==> src/rtl/rsa_pkg.sv <==
// Shared constants for the RSA modular-exponentiation engine.
//   W        : operand width (n, e, d, msg, result)
//   IW       : width of the bit-index / iteration counters
//   MODE_*   : request mode encoding
//   S_*      : engine FSM state encoding
package rsa_pkg;

    localparam int W  = 7;
    localparam int IW = $clog2(W);

    localparam logic MODE_ENC = 1'b0;
    localparam logic MODE_DEC = 1'b1;

    localparam logic [2:0] S_IDLE = 3'd0;
    localparam logic [2:0] S_LOAD = 3'd1;
    localparam logic [2:0] S_MUL  = 3'd2;
    localparam logic [2:0] S_SQR  = 3'd3;
    localparam logic [2:0] S_DONE = 3'd4;

endpackage

==> src/rtl/rsa_crypt_engine_mod_mul.sv <==
// Sequential shift-add modular multiplier: p = a*b mod n, MSB of b first.
// Ports:
//   clk, reset : clock, synchronous active-high reset
//   go         : issue strobe; a, b, n are latched on this edge
//   a, b, n    : operands (a, b < n)
//   p          : product, valid while done=1
//   done       : high on the last of the W iteration cycles
module mod_mul
    import rsa_pkg::*;
(
    input  logic         clk,
    input  logic         reset,
    input  logic         go,
    input  logic [W-1:0] a,
    input  logic [W-1:0] b,
    input  logic [W-1:0] n,
    output logic [W-1:0] p,
    output logic         done
);

    logic [W-1:0]  a_q, b_q, n_q, r_q;
    logic [IW-1:0] cnt_q;
    logic          busy_q;
    logic [W:0]    dbl, acc;
    logic [W-1:0]  r_next;

    // One interleaved step; r stays below n so W+1 bits hold 2r and r+a.
    always_comb begin
        dbl = {r_q, 1'b0};
        if (dbl >= {1'b0, n_q}) dbl = dbl - {1'b0, n_q};
        acc = dbl;
        if (b_q[cnt_q]) acc = dbl + {1'b0, a_q};
        if (acc >= {1'b0, n_q}) acc = acc - {1'b0, n_q};
        r_next = acc[W-1:0];
    end

    assign p    = r_next;
    assign done = busy_q && (cnt_q == '0);

    always_ff @(posedge clk) begin
        if (reset) begin
            a_q    <= '0;
            b_q    <= '0;
            n_q    <= '0;
            r_q    <= '0;
            cnt_q  <= '0;
            busy_q <= 1'b0;
        end else if (go) begin
            a_q    <= a;
            b_q    <= b;
            n_q    <= n;
            r_q    <= '0;
            cnt_q  <= IW'(W - 1);
            busy_q <= 1'b1;
        end else if (busy_q) begin
            r_q <= r_next;
            if (cnt_q == '0) busy_q <= 1'b0;
            else             cnt_q  <= cnt_q - 1'b1;
        end
    end

endmodule

==> src/rtl/rsa_crypt_engine.sv <==
// RSA modular exponentiation: result = msg^exp mod n, exp = e (encrypt) or d (decrypt).
// Right-to-left square-and-multiply over one shared mod_mul instance.
// Ports:
//   clk, reset       : clock, synchronous active-high reset
//   key_valid        : key-generation done level
//   n, e, d          : modulus and exponents
//   start, mode, msg : request strobe, 0=encrypt/1=decrypt, message (sampled at accept)
//   ready, busy      : handshake status
//   result           : last result, held until next accept
//   result_valid     : one-cycle completion pulse
//   err              : one-cycle reject pulse (n<2 or msg>=n)
module rsa_crypt_engine
    import rsa_pkg::*;
(
    input  logic         clk,
    input  logic         reset,
    input  logic         key_valid,
    input  logic [W-1:0] n,
    input  logic [W-1:0] e,
    input  logic [W-1:0] d,
    input  logic         start,
    input  logic         mode,
    input  logic [W-1:0] msg,
    output logic         ready,
    output logic         busy,
    output logic [W-1:0] result,
    output logic         result_valid,
    output logic         err
);

    localparam logic [IW-1:0] LAST = IW'(W - 1);

    logic [2:0]    state_q;
    logic [W-1:0]  n_q, exp_q, acc_q, base_q, result_q;
    logic [IW-1:0] idx_q, nxt_idx;
    logic          issued_q, rej_q, rdy_en_q;
    logic          accept, mul_go, mul_done;
    logic [W-1:0]  mul_a, mul_p;

    // rdy_en_q keeps ready low in the cycle right after reset.
    assign ready        = (state_q == S_IDLE) && key_valid && rdy_en_q;
    assign busy         = (state_q == S_LOAD) || (state_q == S_MUL) || (state_q == S_SQR);
    assign result       = result_q;
    assign result_valid = (state_q == S_DONE) && !rej_q;
    assign err          = (state_q == S_DONE) && rej_q;
    assign accept       = ready && start;

    // First cycle of MUL/SQR issues the multiplier; done arrives W cycles later.
    assign mul_go  = ((state_q == S_MUL) || (state_q == S_SQR)) && !issued_q;
    assign mul_a   = (state_q == S_MUL) ? acc_q : base_q;
    assign nxt_idx = idx_q + 1'b1;

    mod_mul u_mod_mul (
        .clk   (clk),
        .reset (reset),
        .go    (mul_go),
        .a     (mul_a),
        .b     (base_q),
        .n     (n_q),
        .p     (mul_p),
        .done  (mul_done)
    );

    always_ff @(posedge clk) begin
        if (reset) begin
            state_q  <= S_IDLE;
            n_q      <= '0;
            exp_q    <= '0;
            acc_q    <= '0;
            base_q   <= '0;
            result_q <= '0;
            idx_q    <= '0;
            issued_q <= 1'b0;
            rej_q    <= 1'b0;
            rdy_en_q <= 1'b0;
        end else begin
            rdy_en_q <= 1'b1;
            case (state_q)
                S_IDLE: begin
                    if (accept) begin
                        n_q     <= n;
                        exp_q   <= (mode == MODE_ENC) ? e : d;
                        base_q  <= msg;
                        rej_q   <= 1'b0;
                        state_q <= S_LOAD;
                    end
                end
                S_LOAD: begin
                    if ((n_q < W'(2)) || (base_q >= n_q)) begin
                        rej_q    <= 1'b1;
                        result_q <= '0;
                        state_q  <= S_DONE;
                    end else begin
                        acc_q   <= W'(1);
                        idx_q   <= '0;
                        state_q <= exp_q[0] ? S_MUL : S_SQR;
                    end
                end
                S_MUL: begin
                    if (mul_go) begin
                        issued_q <= 1'b1;
                    end else if (mul_done) begin
                        issued_q <= 1'b0;
                        acc_q    <= mul_p;
                        if (idx_q == LAST) begin
                            result_q <= mul_p;
                            state_q  <= S_DONE;
                        end else begin
                            state_q <= S_SQR;
                        end
                    end
                end
                S_SQR: begin
                    if (mul_go) begin
                        issued_q <= 1'b1;
                    end else if (mul_done) begin
                        issued_q <= 1'b0;
                        base_q   <= mul_p;
                        idx_q    <= nxt_idx;
                        if (exp_q[nxt_idx]) begin
                            state_q <= S_MUL;
                        end else if (nxt_idx == LAST) begin
                            result_q <= acc_q;
                            state_q  <= S_DONE;
                        end else begin
                            state_q <= S_SQR;
                        end
                    end
                end
                S_DONE:  state_q <= S_IDLE;
                default: state_q <= S_IDLE;
            endcase
        end
    end

endmodule

==> config.mk <==
export PLATFORM = sky130hd
export DESIGN_NAME = rsa_crypt_engine
export DESIGN_NICKNAME = d
export VERILOG_FILES = /design/src/rtl/rsa_pkg.sv /design/src/rtl/rsa_crypt_engine_mod_mul.sv /design/src/rtl/rsa_crypt_engine.sv
export SDC_FILE = /design/constraint.sdc
export NUM_CORES = 1
export LEC_CHECK = 0
export ABC_AREA = 1
export CAP_MARGIN = 20
export CORE_ASPECT_RATIO = 0.6
export CORE_MARGIN = 3
export CORE_UTILIZATION = 49
export CTS_CLUSTER_DIAMETER = 120
export DETAILED_ROUTE_END_ITERATION = 10
export MAX_ROUTING_LAYER = met4
export PLACE_DENSITY = 0.69
export SLEW_MARGIN = 20
export SYNTH_ARGS = -nofsm -noshare
export SYNTH_HDL_FRONTEND = slang
export SYNTH_SLANG_ARGS = --single-unit
export TNS_END_PERCENT = 20
==> constraint.sdc <==
create_clock -name clk -period 5.7 [get_ports clk]
set_clock_uncertainty 0.2 [all_clocks]
set_input_delay 0.57 -clock clk [delete_from_list [all_inputs] [get_ports clk]]
set_output_delay 0.57 -clock clk [all_outputs]
set_load 0.02 [all_outputs]
# Word-level counts from Yosys, hierarchy flattened
# Index checks and enable logic that the tools add are counted.
dict set report word_totals {
  out_inout_bits 11
  elab_cells 131
  reg_bits 76
  in_bits 33
}
dict set report op_classes {
  n_mux 51
  bitwise_logic 1
  add_sub_neg 5
  n_lt_le_gt_ge 6
  reduce_logical 34
  n_eq_ne 17
}
# op count
set ops {}
lappend ops {{$mux 7} 15}
lappend ops {{$mux 3} 15}
lappend ops {{$pmux 7 s2} 2}
lappend ops {{$pmux 7 s3} 1}
lappend ops {{$ge 8x7->1} 2}
lappend ops {{$mux 8} 2}
lappend ops {{$ne 2x2->1 const B} 8}
lappend ops {{$pmux 3 s4} 1}
lappend ops {{$reduce_and 4->1} 3}
lappend ops {{$reduce_bool 2->1} 6}
lappend ops {{$mux 1} 11}
lappend ops {{$eq 3x3->1 const B} 3}
lappend ops {{$reduce_and 9->1} 1}
lappend ops {{$add 8x7->8} 1}
lappend ops {{$lt 3x4->1 const B} 2}
lappend ops {{$reduce_and 2->1} 4}
lappend ops {{$sub 8x7->8} 1}
lappend ops {{$ge 7x7->1} 1}
lappend ops {{$logic_and 1x1->1} 7}
lappend ops {{$lt 7x2->1 const B} 1}
lappend ops {{$sub 7x7->7} 1}
lappend ops {{$bmux 1 s3} 2}
lappend ops {{$eq 3x2->1 const B} 2}
lappend ops {{$logic_not 3->1} 2}
lappend ops {{13 further kinds} 20}

# Depth between registers and ports, before layout
dict set report depth {
  word_depth 10
  mapped_depth 30
  ltp_nobuf 29
}

# Modules after synthesis
# A second synthesis with hierarchy kept.
dict set report hier_totals {
  cells_unflattened 786
  hier_area_um2 5175.0
}
# mod instances cells_per_inst seq_area_each_um2 area_each_um2
set by_module_without_submodules {}
lappend by_module_without_submodules {mod_mul 1 405 640.6 2637.5}
lappend by_module_without_submodules {rsa_crypt_engine 1 381 880.8 2537.4}

# Worst setup path after synthesis
# Ideal clock, no wire load.
dict set report synth_timing {
  kind {register to register}
  startpoint {register u_mod_mul.n_q[1]}
  endpoint {register u_mod_mul.r_q[0]}
  setup_time_ps 113
  required_ps 5387
  slack_ps 1196
  path_stages_with_launch 28
  period_less_slack_ps 4504
  n_path_buf 1
  t_arrival_ps 4191
  cell_sequence {dfxtp_1 > inv_1 > ha_1 > ha_1 > nand3_1 > nand3_1 > nand2_2 > nand2_2 > buf_6 > o21ai_1 > and2_1 > ha_1 > or2_2 > nand2_1 > o21bai_1 > or2_2 > nand3_1 > nand2_1 > ha_1 > a21o_1 > a21oi_1 > nor2_1 > nor2_1 > nand3_4 > nand2_1 > nand2_1 > o21ai_1 > inv_1}
}
dict set report synth_via {
  elab_chain_len 6
  word_cells_on_any_way 8
  classes_between {add/sub (3); order compare (2); mux (3)}
}
# item line
set synth_rtl {}
lappend synth_rtl {{from (decl)} rsa_crypt_engine_mod_mul.sv:21} ;# logic [W-1:0] a_q, b_q, n_q, r_q;
lappend synth_rtl {{from (signal assigned)} rsa_crypt_engine_mod_mul.sv:51} ;# n_q <= n;
lappend synth_rtl {{$sub 8x7->8 or $ge 8x7->1 (tied branches)} rsa_crypt_engine_mod_mul.sv:30} ;# if (dbl >= {1'b0, n_q}) dbl = dbl - {1'b0, n_q};
lappend synth_rtl {{$mux 8} rsa_crypt_engine_mod_mul.sv:30}
lappend synth_rtl {{$add 8x7->8} rsa_crypt_engine_mod_mul.sv:32} ;# if (b_q[cnt_q]) acc = dbl + {1'b0, a_q};
lappend synth_rtl {{$mux 8} rsa_crypt_engine_mod_mul.sv:32}
lappend synth_rtl {{$ge 8x7->1 or $sub 7x7->7 (tied branches)} rsa_crypt_engine_mod_mul.sv:33} ;# if (acc >= {1'b0, n_q}) acc = acc - {1'b0, n_q};
lappend synth_rtl {{$mux 7 (*)} rsa_crypt_engine_mod_mul.sv:33}
lappend synth_rtl {{to (signal assigned)} rsa_crypt_engine_mod_mul.sv:56} ;# r_q <= r_next;
lappend synth_rtl {{to (decl)} rsa_crypt_engine_mod_mul.sv:21}
# Mark *: on every way between the ends. The rest lies on a longest branch, timed or not.
# A chain may end at the register's enable or synchronous reset.

# Worst setup path after layout
# Ends and elaborated chain as after synthesis.

==> results.sh <==
export IMPL_cp_required_ns=5.73
export IMPL_synth_edff_count=0
export IMPL_core_mm2=0.009985
export IMPL_io_pins=44
export IMPL_grt_setup_unrepaired="no"
export IMPL_design_power_total_mw=2.195
export IMPL_grt_pass1_vias=4544
export IMPL_htree_levels=3
export IMPL_synth_seq_area_share=0.3000
export IMPL_clockBufferDepth=2
export IMPL_fillers=959
export IMPL_cts_resized=0
export IMPL_cts_setup_buffers=0
export IMPL_initial_core_util=0.5079
export IMPL_fp_row_count=28
export IMPL_post_route_period_util=0.9195
export IMPL_hold_viol=0
export IMPL_nNetsFinal=870
export IMPL_setup_tns_ns=0
export IMPL_r2r_setup_slack_ns=0.46
export IMPL_clkTransAtPathRegs_ns=0.06
export IMPL_grt_pass1_wl_mm=23.95
export IMPL_synth_area_per_cell_um2=6.620
export IMPL_syn_area_mm2=0.005071
export IMPL_p_per_area_mw_per_mm2=374.2
export IMPL_n_antenna_cell=0
export IMPL_synth_net_count=836
export IMPL_die_y_um=84.80
export IMPL_post_route_util=0.5873
export IMPL_peakVddDrop_uv=222.0
export IMPL_overflow=0
export IMPL_gp_congestion=1.001
export IMPL_holdCritPathClass="reg2reg"
export IMPL_final_antenna_net_count=0
export IMPL_startpoint_type="flip-flop"
export IMPL_drt_iter0_markers=556
export IMPL_fp_dieArea_mm2=0.01165
export IMPL_wl_per_cell_um=15.88
export IMPL_fp_dieW_um=137.3
export IMPL_max_cap_violations=0
export IMPL_endpoint_kind="flip-flop"
export IMPL_fmax_mhz=190.8
export IMPL_ys_top_cells_by_area="dfxtp_1, nand2_1, inv_1"
export IMPL_path_max_fanout=11
export IMPL_cts_root_buf="clkbuf_16"
export IMPL_multi_input_area_mm2=0.002968
export IMPL_period_minus_slack_ns=5.241
export IMPL_route_vias_total=5107
export IMPL_post_route_cell_area_mm2=0.005864
export IMPL_grt_max_degree=33
export IMPL_maxSlewHeadroom=0.5281
export IMPL_register_area_mm2=0.001521
export IMPL_cts_buffers=9
export IMPL_hold_buffers=0
export IMPL_routed_wl_mm=14.93
export IMPL_synth_common_cells="nand2_1, inv_1, a21oi_1"
export IMPL_synth_area_leader_cell="dfxtp_1"
export IMPL_yosysMostFrequentCell="nand2_1"
export IMPL_netlist_instances=766
export IMPL_numPortBuffers=43
export IMPL_clock_sinks=76
export IMPL_drt_first_pass_iters=7
export IMPL_viasPerCell=5.433
export IMPL_place_detailed_hpwl_mm=11.69
export IMPL_syn2layout_area_growth_pct=15.64
export IMPL_crit_arrival_ns=5.27
export IMPL_grt_use_total=0.2726
export IMPL_clock_latency_ns=0.34
export IMPL_setup_violations_final=0
export IMPL_ys_async_sr_fraction=0
export IMPL_outcome="completed"
export IMPL_slew_violations=0
export IMPL_ys_warnings_count=0
export IMPL_drive_gt1_frac=0.07702
export IMPL_worstMarginPinSlew_ns=0.7061
export IMPL_antenna_found_initial=0
export IMPL_crit_type="reg2reg"
export IMPL_placed_area_mm2=0.005577
export IMPL_p_leak_nw=2.684
export IMPL_yosysTopAreaCellShare=0.3000
export IMPL_cts_tree="yes"
export IMPL_drc=0
export IMPL_yosysUniqueCellTypes=45
export IMPL_ys_ff_latch=76
export IMPL_dominantRegCellSynth="dfxtp_1"
==> final timing paths <==
kind,startpoint,endpoint,depth (start not counted)
hold / removal,base_q[0],base_q[0],2
hold reg to reg,base_q[0],base_q[0],2
setup reg to reg,u_mod_mul.n_q[1],u_mod_mul.r_q[0],26
setup / recovery,u_mod_mul.n_q[1],u_mod_mul.r_q[0],26
==> layout by cell type, fill, tap and decap left out, types with 11 or more instances in the layout <==
cell	count
a21oi_1	83
nand2_1	155
nor2_1	68
o22ai_1	11
clkdlybuf4s50_1	42
dfxtp_1	76
o21ai_0	37
nand3_1	72
ha_1	34
nand2_2	13
inv_1	122
==> state kept, by name, indices dropped and copies added, names as in the netlist <==
name,flops
acc_q,7
base_q,7
exp_q,7
n_q,7
result,7
u_mod_mul.a_q,7
u_mod_mul.b_q,7
u_mod_mul.n_q,7
u_mod_mul.r_q,7
idx_q,3
state_q,3
u_mod_mul.cnt_q,3
issued_q,1
rdy_en_q,1
rej_q,1
u_mod_mul.busy_q,1
==> report_power, final <==
| group | leakage (nW) | switching [mW] | internal, mW |
|---|---|---|---|
| sequential | 0.616 | 0.0584 | 0.598 |
| clock | 0.139 | 0.233 | 0.339 |
| combinational | 1.93 | 0.619 | 0.347 |
==> cell type report <==
| class | count | area share |
|---|---|---|
| clock buffers | 10 | 0.03904 |
| well taps | 135 | 0.02880 |
| repair buffers | 44 | 0.07382 |
| clock inverters | 6 | 0.01088 |
| multi-input cells | 541 | 0.5061 |
| flip-flops and latches | 76 | 0.2594 |
| inverters | 128 | 0.08193 |
==> stage by stage <==
| step | hold slack [ns] | instances | setup WS (ns) |
|---|---|---|---|
| CTS | 0.2720 | 940 | 0.5409 |
| floorplan | 0.2435 | 766 | 1.196 |
| finish | 0.2711 | 940 | 0.4589 |
| global placement | 0.2518 | 924 | 0.6461 |
| detailed placement | 0.2625 | 924 | 0.5529 |
| global route | 0.2920 | 940 | 0.08596 |
==> critical path, stage by stage, from the launching register on <==
cell and delay (ns):
dfxtp_1 0.36, inv_1 0.11, ha_1 0.34, ha_1 0.16, nand3_1 0.08, nand3_1 0.12
nand2_2 0.11, nand2_2 0.24, o21ai_1 0.18, and2_1 0.18, ha_1 0.32, or2_2 0.30
nand2_1 0.11, o21bai_1 0.12, or2_2 0.29, nand3_1 0.07, nand2_1 0.10, ha_1 0.37
a21o_1 0.21, a21oi_1 0.30, nor2_1 0.07, nor2_1 0.18, nand3_4 0.15, nand2_1 0.14
nand2_1 0.09, o21ai_1 0.16, inv_1 0.05
==> layer usage <==
layer | GRT usage | up-vias | part of all wire
met5 | - | - | 0
met4 | 0.03442 | 0 | 0.0060
met3 | 0.05988 | 12 | 0.086
met2 | 0.3388 | 202 | 0.37
met1 | 0.4460 | 2359 | 0.54
li1 | - | 2534 | -
==> cells by family (layout without fill, tap and decap cells) <==
family                   after synthesis  in the layout  synth area share
AO/OA/AOI/OAI                        152            152            0.1624
XOR/XNOR                              10             10           0.01727
adder cells (fa/ha/maj)               37             37           0.09573
buffers and inverters                149            188            0.1147
flip-flops                            76             76            0.3000
AND/OR/NAND/NOR                      342            342            0.3099
No activity file was read; power rests on OpenSTA's default activity.
